**config.mk**
```make
export PLATFORM = sky130hd
export DESIGN_NAME = neuron_accumulator
export DESIGN_NICKNAME = d
export VERILOG_FILES = /design/src/rtl/neuron_accumulator.sv
export SDC_FILE = /design/constraint.sdc
export NUM_CORES = 1
export LEC_CHECK = 0
export CAP_MARGIN = 20
export CELL_PAD_IN_SITES_DETAIL_PLACEMENT = 0
export CELL_PAD_IN_SITES_GLOBAL_PLACEMENT = 1
export CORE_MARGIN = 3
export CORE_UTILIZATION = 39
export CTS_BUF_LIST = sky130_fd_sc_hd__clkbuf_16
export CTS_CLUSTER_DIAMETER = 30
export CTS_CLUSTER_SIZE = 16
export DETAILED_ROUTE_END_ITERATION = 6
export PLACE_DENSITY_LB_ADDON = 0.1
export SLEW_MARGIN = 10
export SYNTH_ARGS = -nofsm -noshare
export SYNTH_HDL_FRONTEND = slang
export SYNTH_SLANG_ARGS = --single-unit
```
**constraint.sdc**
```tcl
create_clock -name iClk -period 4.3 [get_ports iClk]
set_clock_uncertainty 0.2 [all_clocks]
set_input_delay 1.29 -clock iClk [delete_from_list [all_inputs] [get_ports iClk]]
set_output_delay 1.29 -clock iClk [all_outputs]
set_load 0.03 [all_outputs]
```
**src/rtl/neuron_accumulator.sv**
```systemverilog
// Sequential dot-product accumulator for one neuron.
// Takes a bias and then LEN sign-magnitude terms over a valid/ready stream.
// Overflow is sticky for the neuron. The finished sum goes through ReLU and
// is presented with a one-cycle done pulse.
module neuron_accumulator #(
    parameter int LEN   = 784,
    parameter int CNT_W = 10
) (
    input  logic        iClk,
    input  logic        iRst,
    input  logic        iStart,
    input  logic [30:0] iBias,
    input  logic        iValid,
    input  logic [30:0] iTerm,
    output logic        oReady,
    output logic        oBusy,
    output logic        oDone,
    output logic [30:0] oResult,
    output logic        oOverflow
);

    // Negative sign with zero magnitude marks an overflowed sum, never a value.
    localparam logic [30:0]      TOKEN = 31'h4000_0000;
    localparam logic [CNT_W-1:0] LAST  = CNT_W'(LEN - 1);

    typedef enum logic [1:0] {
        S_IDLE,
        S_ACC,
        S_FINISH
    } state_e;

    state_e           state_q;
    logic [30:0]      acc_q;
    logic [CNT_W-1:0] cnt_q;
    logic             ovf_q;
    logic             ready_q;
    logic             busy_q;
    logic             done_q;
    logic [30:0]      result_q;
    logic             overflow_q;

    // Next accumulator value and overflow for acc + term.
    logic [30:0] add_d;
    logic        add_ovf_d;
    logic [30:0] mag_sum;
    logic [29:0] acc_mag;
    logic [29:0] term_mag;

    // Sign-magnitude adder: token propagation, zero shortcut, same-sign add, cancel.
    always_comb begin
        // NOTE: every combinational output gets a default first so no path leaves it unassigned (no latch).
        add_d     = acc_q;
        add_ovf_d = 1'b0;
        acc_mag   = acc_q[29:0];
        term_mag  = iTerm[29:0];
        mag_sum   = {1'b0, acc_mag} + {1'b0, term_mag};

        if (acc_q == TOKEN || iTerm == TOKEN) begin
            add_d     = TOKEN;
            add_ovf_d = 1'b1;
        end else if (acc_q == '0) begin
            add_d = iTerm;
        end else if (iTerm == '0) begin
            add_d = acc_q;
        end else if (acc_q[30] == iTerm[30]) begin
            if (mag_sum[30]) begin
                add_d     = TOKEN;
                add_ovf_d = 1'b1;
            end else begin
                add_d = {acc_q[30], mag_sum[29:0]};
            end
        end else if (acc_mag == term_mag) begin
            add_d = '0;
        end else if (acc_mag > term_mag) begin
            add_d = {acc_q[30], acc_mag - term_mag};
        end else begin
            add_d = {iTerm[30], term_mag - acc_mag};
        end
    end

    // Control FSM with the accumulator datapath and registered outputs.
    always_ff @(posedge iClk) begin
        // NOTE: sequential state uses non-blocking assignments so every register samples pre-edge values.
        if (iRst) begin
            state_q    <= S_IDLE;
            acc_q      <= '0;
            cnt_q      <= '0;
            ovf_q      <= 1'b0;
            ready_q    <= 1'b0;
            busy_q     <= 1'b0;
            done_q     <= 1'b0;
            result_q   <= '0;
            overflow_q <= 1'b0;
        end else begin
            done_q <= 1'b0;
            unique case (state_q)
                S_IDLE: begin
                    if (iStart) begin
                        acc_q   <= iBias;
                        cnt_q   <= '0;
                        ovf_q   <= (iBias == TOKEN);
                        ready_q <= 1'b1;
                        busy_q  <= 1'b1;
                        state_q <= S_ACC;
                    end
                end
                S_ACC: begin
                    if (iValid && ready_q) begin
                        // Once overflowed, the token is held and the remaining terms are only counted.
                        if (!ovf_q) begin
                            acc_q <= add_d;
                            ovf_q <= add_ovf_d;
                        end
                        cnt_q <= cnt_q + 1'b1;
                        if (cnt_q == LAST) begin
                            ready_q <= 1'b0;
                            state_q <= S_FINISH;
                        end
                    end
                end
                S_FINISH: begin
                    // ReLU clamps negatives to +0. The token bypasses the clamp.
                    result_q   <= ovf_q ? TOKEN : (acc_q[30] ? 31'h0 : acc_q);
                    overflow_q <= ovf_q;
                    done_q     <= 1'b1;
                    busy_q     <= 1'b0;
                    state_q    <= S_IDLE;
                end
                default: state_q <= S_IDLE;
            endcase
        end
    end

    assign oReady    = ready_q;
    assign oBusy     = busy_q;
    assign oDone     = done_q;
    assign oResult   = result_q;
    assign oOverflow = overflow_q;

endmodule
```
==> metrics.md <==
| Metric | Value |
|---|---|
| Crit. End Element | flip-flop |
| Worst VDD drop | 225 uV |
| Worst-Margin Slew | 919 ps |
| Port buffer count | 100 |
| Final worst slack | 5.17 ps |
| Average routed wire per standard cell | 23.3 um |
| Pre-CTS setup slack | -947 ps |
| Slew HR | 0.382 |
| Ys Warns | 0 |
| Slowest cell on the critical path | nor4_1 |
| Number of cells produced by synthesis | 1300 |
| Synth Flop Type | dfxtp_1 |
| RR Endpoint | acc_q[20] |
| Final Non-Filler Cells | 2069 |
| Synth Area in Compound Gates | 0.332 |
| Nets | 1919 |
| Crit Path Class | input pin to flip-flop |
| First-pass GRT wire length | 71600 um |
| Placed instance count | 2028 |
| Most common cell on crit path | buf_4 |
| Via count | 12500 |
| FF+latch count, synth | 78 |
| Post-synth EDFFs | 0 |
| Syn Nets | 1468 |
| Final instance area | 0.0149 sq mm |
| Req. time, crit path | 4400 ps |
| Period utilization | 0.999 |
| Sequential area share after synthesis | 0.168 |
| CTS max path bufs | 2 |
| Worst-path fanout max | 7 |
| Die width | 161 um |
| Mapped cell area | 0.00931 sq mm |
| DPL Wire Length | 38100 um |
| Post-route DRC | 0 |
| RD Place Congestion | 1.03 |
| Post-place instance area | 0.0134 sq mm |
| Most frequent cells in the layout | 393 x buf_4, 131 x nor2_1, 116 x a21oi_1 |
| Clk network pwr share | 0.192 |
| Share of cells above drive strength 1 | 0.341 |
| Max stage delay on crit path | 660 ps |
| Synth cell types | 84 |
| WHS Path Cells | 2 |
| Iter 0 DRT Violations | 1555 |
| Critical path cell sequence | clkdlybuf4s50_1 -> buf_4 -> nor4_1 -> nand4_1 -> nor2_1 -> buf_4 -> a31o_2 -> buf_4 -> a21oi_1 -> a221o_1 -> nor3_1 -> mux2i_1 -> o21ai_0 |
| R2R depth | 12 |
| Total die area | 0.0258 sq mm |
| PD cells | 308 mW/mm^2 |
| Sequential cell fraction of total power | 0.188 |
| Min-delay src | cnt_q[1] |
| # fillers | 2082 |
| Num Clock Sinks | 78 |
| Internal power | 2570 uW |
| Post-synth ARST share | 0 |
| Status | complete, no violations |
| CTS Buf Count | 9 |
| Hold-fix buffers, CTS | 0 |
| Area taken by multi-input logic gates | 0.00794 sq mm |
| Initial Util | 0.404 |
| Met3 Use GR | 0.0704 |
| Vias in the first global route | 12000 |
| Initial antenna violation count | 0 |
| Number of diodes | 0 |
| Post-synthesis mux area share | 0.0255 |
| Achievable frequency | 0.233 GHz |
| H-tree levels | 3 |
| Core area | 0.0231 sq mm |
| Clock-pin slew on the worst setup and hold paths | 80 ps |
| Reg2Reg Launch Point | acc_q[0] |
| Row cnt | 55 |
| Simple-gate portion of the synthesized area | 0.232 |
| Worst setup SP type | input pin |
| Synth Area in XOR/XNOR | 0.0263 |
| Grt met2 use | 0.561 |
| Vias per Instance | 6.03 |
| Min cycle time layout | 4290 ps |
| GRT met1 Usage | 0.478 |
| Reg-to-reg setup timing slack | 800 ps |
| GR peak layer | met2 |
| Total GRT Usage | 0.358 |
| Adder-cell share of the synthesized area | 0.139 |
| CTS root buf | clkbuf_16 |
| Detailed Route WL | 48200 um |
| Slew Viols, Final | 0 |
| DRT antenna net count | 0 |
| Io pins | 101 |
| Chip height | 161 um |
| Switch Pwr | 2020 uW |
| Hold Path Class | flip-flop to flip-flop |
| MaxCap Viol Count | 0 |
| Commonest non-fill, non-tap cell in the layout | buf_4 |
| Hold Path Sink | cnt_q[1] |
| Register area | 0.00156 sq mm |
| Final setup fails | 0 |
| Area grow syn2layout | 60.1% |
| Share of total power in combinational logic | 0.620 |
| Total chip power | 4590 uW |
| Leak | 0.00649 uW |
| Hold Fails Final Rpt | 0 |
| CP arrival | 4400 ps |
| Largest family of logic cells by synthesized area | compound AO/OA/AOI/OAI gates |
| Post-synthesis area per instance | 7.16 sq um |
| Worst skew pair latency | 370 ps |
| Largest net degree at the start of global routing | 54 |
| Gr ovfl total | 0 |
| Pre-antenna DRT Iters | 6 |
| Switching Fraction | 0.439 |
| CTS tree | done |
[cells by family (layout without fill, tap and decap cells)]
logic type | count (synthesis) | in the layout
AO/OA/AOI/OAI | 459 | 459
XOR/XNOR | 28 | 28
adder cells (fa/ha/maj) | 102 | 102
buffers and inverters | 175 | 631
flip-flops | 78 | 78
multiplexers | 23 | 23
AND/OR/NAND/NOR | 435 | 435
[synthesized netlist by cell type, types with 4 or more instances]
| master | count | area, sq um |
|---|---|---|
| o221ai_1 | 4 | 35.0 |
| a22oi_1 | 32 | 240 |
| o21ai_0 | 69 | 345 |
| nand2_1 | 88 | 330 |
| dfxtp_1 | 78 | 1560 |
| a311o_1 | 5 | 50.1 |
| nor2_1 | 135 | 507 |
| o31ai_1 | 10 | 75.1 |
| and2_1 | 8 | 50.1 |
| clkbuf_1 | 47 | 176 |
| o211ai_1 | 19 | 143 |
| a31oi_1 | 24 | 150 |
| nor3_1 | 28 | 140 |
| or3_1 | 9 | 56.3 |
| a21o_1 | 21 | 158 |
| xor2_1 | 13 | 114 |
| ha_1 | 99 | 1240 |
| buf_2 | 13 | 65.1 |
| buf_1 | 8 | 30.0 |
| o41ai_1 | 4 | 35.0 |
| nand4_1 | 22 | 138 |
| nor2b_1 | 14 | 87.6 |
| and3_1 | 12 | 75.1 |
| nand2b_1 | 13 | 81.3 |
| a32oi_1 | 4 | 35.0 |
| a211oi_1 | 17 | 128 |
| o21a_1 | 5 | 37.5 |
| a2111oi_0 | 4 | 35.0 |
| a311oi_1 | 6 | 52.6 |
| buf_4 | 6 | 45.0 |
| inv_1 | 97 | 364 |
| o22ai_1 | 14 | 87.6 |
| nor4_1 | 29 | 181 |
| and4_1 | 7 | 61.3 |
| xnor2_1 | 15 | 131 |
| mux2_2 | 6 | 67.6 |
| a211o_1 | 4 | 35.0 |
| o21bai_1 | 21 | 158 |
| nand3_1 | 41 | 205 |
| mux2i_1 | 17 | 170 |
| a221o_1 | 9 | 90.1 |
| or2_2 | 6 | 37.5 |
| a21oi_1 | 129 | 646 |
| a221oi_1 | 21 | 184 |
[worst max-delay path by stage]
stage / from / endpoint / slack (ps) / cells past startpoint
after global routing: iTerm[24] / acc_q[29] / -30 / 12
after floorplan: iTerm[5] / acc_q[6] / 70 / 12
after global placement: iTerm[15] / acc_q[23] / -950 / 13
final: iTerm[21] / acc_q[23] / 5 / 13
after CTS: iTerm[5] / acc_q[26] / 0.6 / 15
after detailed placement: iTerm[15] / acc_q[23] / -950 / 13
[worst max-delay path, delay by kind of cell]
family                 cells  cell delay [ps]
AO/OA/AOI/OAI              4              760
multiplexers               1               90
AND/OR/NAND/NOR            4             1320
buffers and inverters      4              940
[sequential cells by signal, indices dropped and copies added, names as in the netlist]
signal   cells
acc_q       31
cnt_q       10
oBusy        1
oDone        1
oReady       1
oResult     31
ovf_q        1
state_q      2
[routing by layer]
metal	up-vias	part of all wire
li1	5720	-
met1	5900	0.42
met2	710	0.44
met3	156	0.093
met4	0	0.048
met5	-	0
[final cells by class]
cell class,count,share of cell area
clock inverters,7,0.00605
inverters,97,0.0244
multi-input cells,1047,0.532
well taps,313,0.0263
clock buffers,9,0.0151
flip-flops and latches,78,0.105
repair buffers,518,0.291
[per-stage QoR]
step / TNS (ps) / hold slack (ps) / util
floorplan: 0 / 259 / -
global placement: -23000 / 273 / 0.581
detailed placement: -23720 / 280 / 0.581
CTS: 0 / 291 / 0.619
global route: -47.1 / 314 / 0.646
finish: 0 / 293 / 0.646
[power by group through the flow]
stage	clock, uW	sequential, uW	combinational (uW)
after detailed placement	0	865	2440
after CTS	888	854	2600
after global routing	907	867	3010
after global placement	0	864	2430
after floorplan	0	832	1220
final	880	862	2850
[what timing repair did]
item	in CTS	in global routing
gates resized for setup	100	117
buffers inserted	17	9
setup endpoints to repair	32	31
pin swaps	28	42
Note: power is estimated with default switching activity, not from simulation.
==> patch: new RTL, same flow settings <==
`CNT_W`: 10 -> 20.
--- a/src/rtl/neuron_accumulator.sv
+++ b/src/rtl/neuron_accumulator.sv
@@ -4,7 +4,7 @@
 // is presented with a one-cycle done pulse.
 module neuron_accumulator #(
     parameter int LEN   = 784,
-    parameter int CNT_W = 10
+    parameter int CNT_W = 20
 ) (
     input  logic        iClk,
     input  logic        iRst,
Check against the original RTL: no difference found for any inputs over 10 cycles, from zero or initial values and one cycle with iRst high; that may be too few to reach the edited logic, so the function may still have changed.
==> patch against the original RTL <==
  * Critical path depth increased by 2
  * Wire length increased by 2.1%
  * Sequential cell count increased by 10
  * Area after synthesis increased by 3.7%
  * Combinational power increased by 2%
  * Maximum frequency increased by 1.3%
  * Final area increased by 2.7%
  * Register-to-register slack got worse by 0.38 ns
  * Hold slack got worse by 0.026 ns
  * Sequential power increased by 12%
  * Worst setup slack improved by 0.057 ns
  * Power increased by 3.5%
  * Synthesized cell count increased by 0.85%
  * Critical path type unchanged
  * Largest cell class unchanged
==> patch: results (changes against the original RTL) <==
- Crit Path Max Fanout: 5 (was 7)
- DRT Pass-1 Iters: 5 (was 6)
- Adder and majority cell fraction of the synthesized area: 13.5% (was 13.9%)
- RePlAce Congestion: 1.01 (was 1.03)
- Nets@finish: 1,936 (was 1,919)
- Status: finished, final reports clean (unchanged)
- Synth cell types: 94 (was 84)
- CTS root buffer: clkbuf_16 (unchanged)
- Multiplexer area fraction after synthesis: 1.96% (was 2.55%)
- Top area cells in the synthesized netlist: dfxtp_1 (18%), ha_1 (13%), a21oi_1 (7.4%) (was dfxtp_1 (17%), ha_1 (13%), a21oi_1 (6.9%))
- Number of global-route vias before repair: 12,000 (about the same)
- DP Worst Slack: -0.840 ns (was -0.947 ns)
- First-pass GRT wire length: 72.5 mm (was 71.6 mm)
- Wirelength per Cell: 23.5 um (was 23.3 um)
- Leakage power: 6.67 nW (was 6.49 nW)
- Max-slew headroom: 52.1% (was 38.2%)
- CP arrival: 4.29 ns (was 4.40 ns)
- Largest net degree at the start of global routing: 40 (was 54)
- Final-layout fill cell count: 2,141 (was 2,082)
- Vias per cell: 5.97 (was 6.03)
- Post-synthesis sequential area ratio: 18.2% (was 16.8%)
- Layout cell share with drive strength beyond 1: 35.2% (was 34.1%)
- Post-synthesis compound-gate area fraction: 33.6% (was 33.2%)
- Top cell types by occurrence after synthesis: a21oi_1 (143), nor2_1 (104), nand2_1 (103), ha_1 (99), inv_1 (93) (was nor2_1 (135), a21oi_1 (129), ha_1 (99), inv_1 (97), nand2_1 (88))
- Syn nets: 1,479 (was 1,468)
- Skew-Pair Late Insertion Delay: 0.37 ns (about the same)
- XOR/XNOR Fraction of Synth Area: 3.90% (was 2.63%)
- Hpwl dp: 38.8 mm (was 38.1 mm)
- Synth warn: 0 (unchanged)
- DRT iter0 DRCs: 1,328 (was 1,555)
- GRT Total Usage: 35.8% (about the same)
- Antenna violations before repair: 1 (was 0)
## patch: changes by cell type after synthesis, moves of 7 or more
cell	delta
xor2_1	+8
dfxtp_1	+10
clkbuf_1	-12
a22oi_1	-28
nand2_1	+15
a21oi_1	+14
buf_2	+11
nor2_1	-31
xnor2_1	+7
a31oi_1	-11
a22o_1	+28
## patch: report_power, final
part | switching, mW | total (mW) | internal [mW]
Combinational | 1.53 | 2.92 | 1.38
Sequential | 0.113 | 0.968 | 0.855
Clock | 0.451 | 0.864 | 0.413
Total | 2.10 | 4.75 | 2.65
## patch: kinds of logic (layout without fill, tap and decap cells)
family	after synthesis	after routing
fa+ha+maj	102	102
mux	18	18
xor+xnor	43	43
buf+inv	173	635
flops	88	88
simple gates	413	413
compound gates	474	474
## patch: layout make-up
type	count	share of cell area, %
multi-input combinational	1050	53.0
timing repair buffer	523	28.6
sequential	88	11.5
tap	319	2.61
inverter	96	2.38
clock buffer	9	1.47
clock inverter	7	0.482
## patch: worst paths after layout
check / from / to / slack (ns) / depth (start not counted)
min reg2reg: oBusy / oBusy / 0.27 / 2
max: iTerm[18] / acc_q[7] / 0.06 / 15
min: oBusy / oBusy / 0.27 / 2
max reg2reg: acc_q[0] / acc_q[7] / 0.42 / 16
## patch: critical path, stage by stage
cell	delay [ns]
clkdlybuf4s50_1	0.50
inv_2	0.07
ha_4	0.18
a21oi_2	0.15
o21ai_2	0.07
a21o_1	0.18
a211o_4	0.36
o21ai_4	0.27
buf_6	0.16
buf_16	0.12
mux2i_1	0.07
o21bai_2	0.19
a221o_1	0.34
a21oi_2	0.23
o22ai_1	0.11
## patch: what timing repair did
| action | 4_1_cts | 5_1_grt |
|---|---|---|
| buffers inserted | 15 | 9 |
| gates resized for setup | 131 | 117 |
| gates cloned | 2 | 0 |
| setup endpoints to repair | 32 | 31 |
| pin swaps | 42 | 44 |
## patch: metal layers
metal | vias up | GRT usage, % | share of wire [%] | routed length [um]
li1 | 5747 | - | - | -
met1 | 5987 | 49.6 | 44 | 21600
met2 | 628 | 56.1 | 43 | 21300
met3 | 117 | 5.76 | 8.6 | 4240
met4 | 0 | 13.2 | 4.1 | 2030
met5 | - | 0 | 0 | 0
## patch: per-stage QoR
stage / instance area, sq um / cells
2_1_floorplan: 9660 / 1311
3_3_place_gp: 13700 / 2051
3_5_place_dp: 13700 / 2051
4_1_cts: 14800 / 2083
5_1_grt: 15300 / 2092
6_report: 15300 / 2092
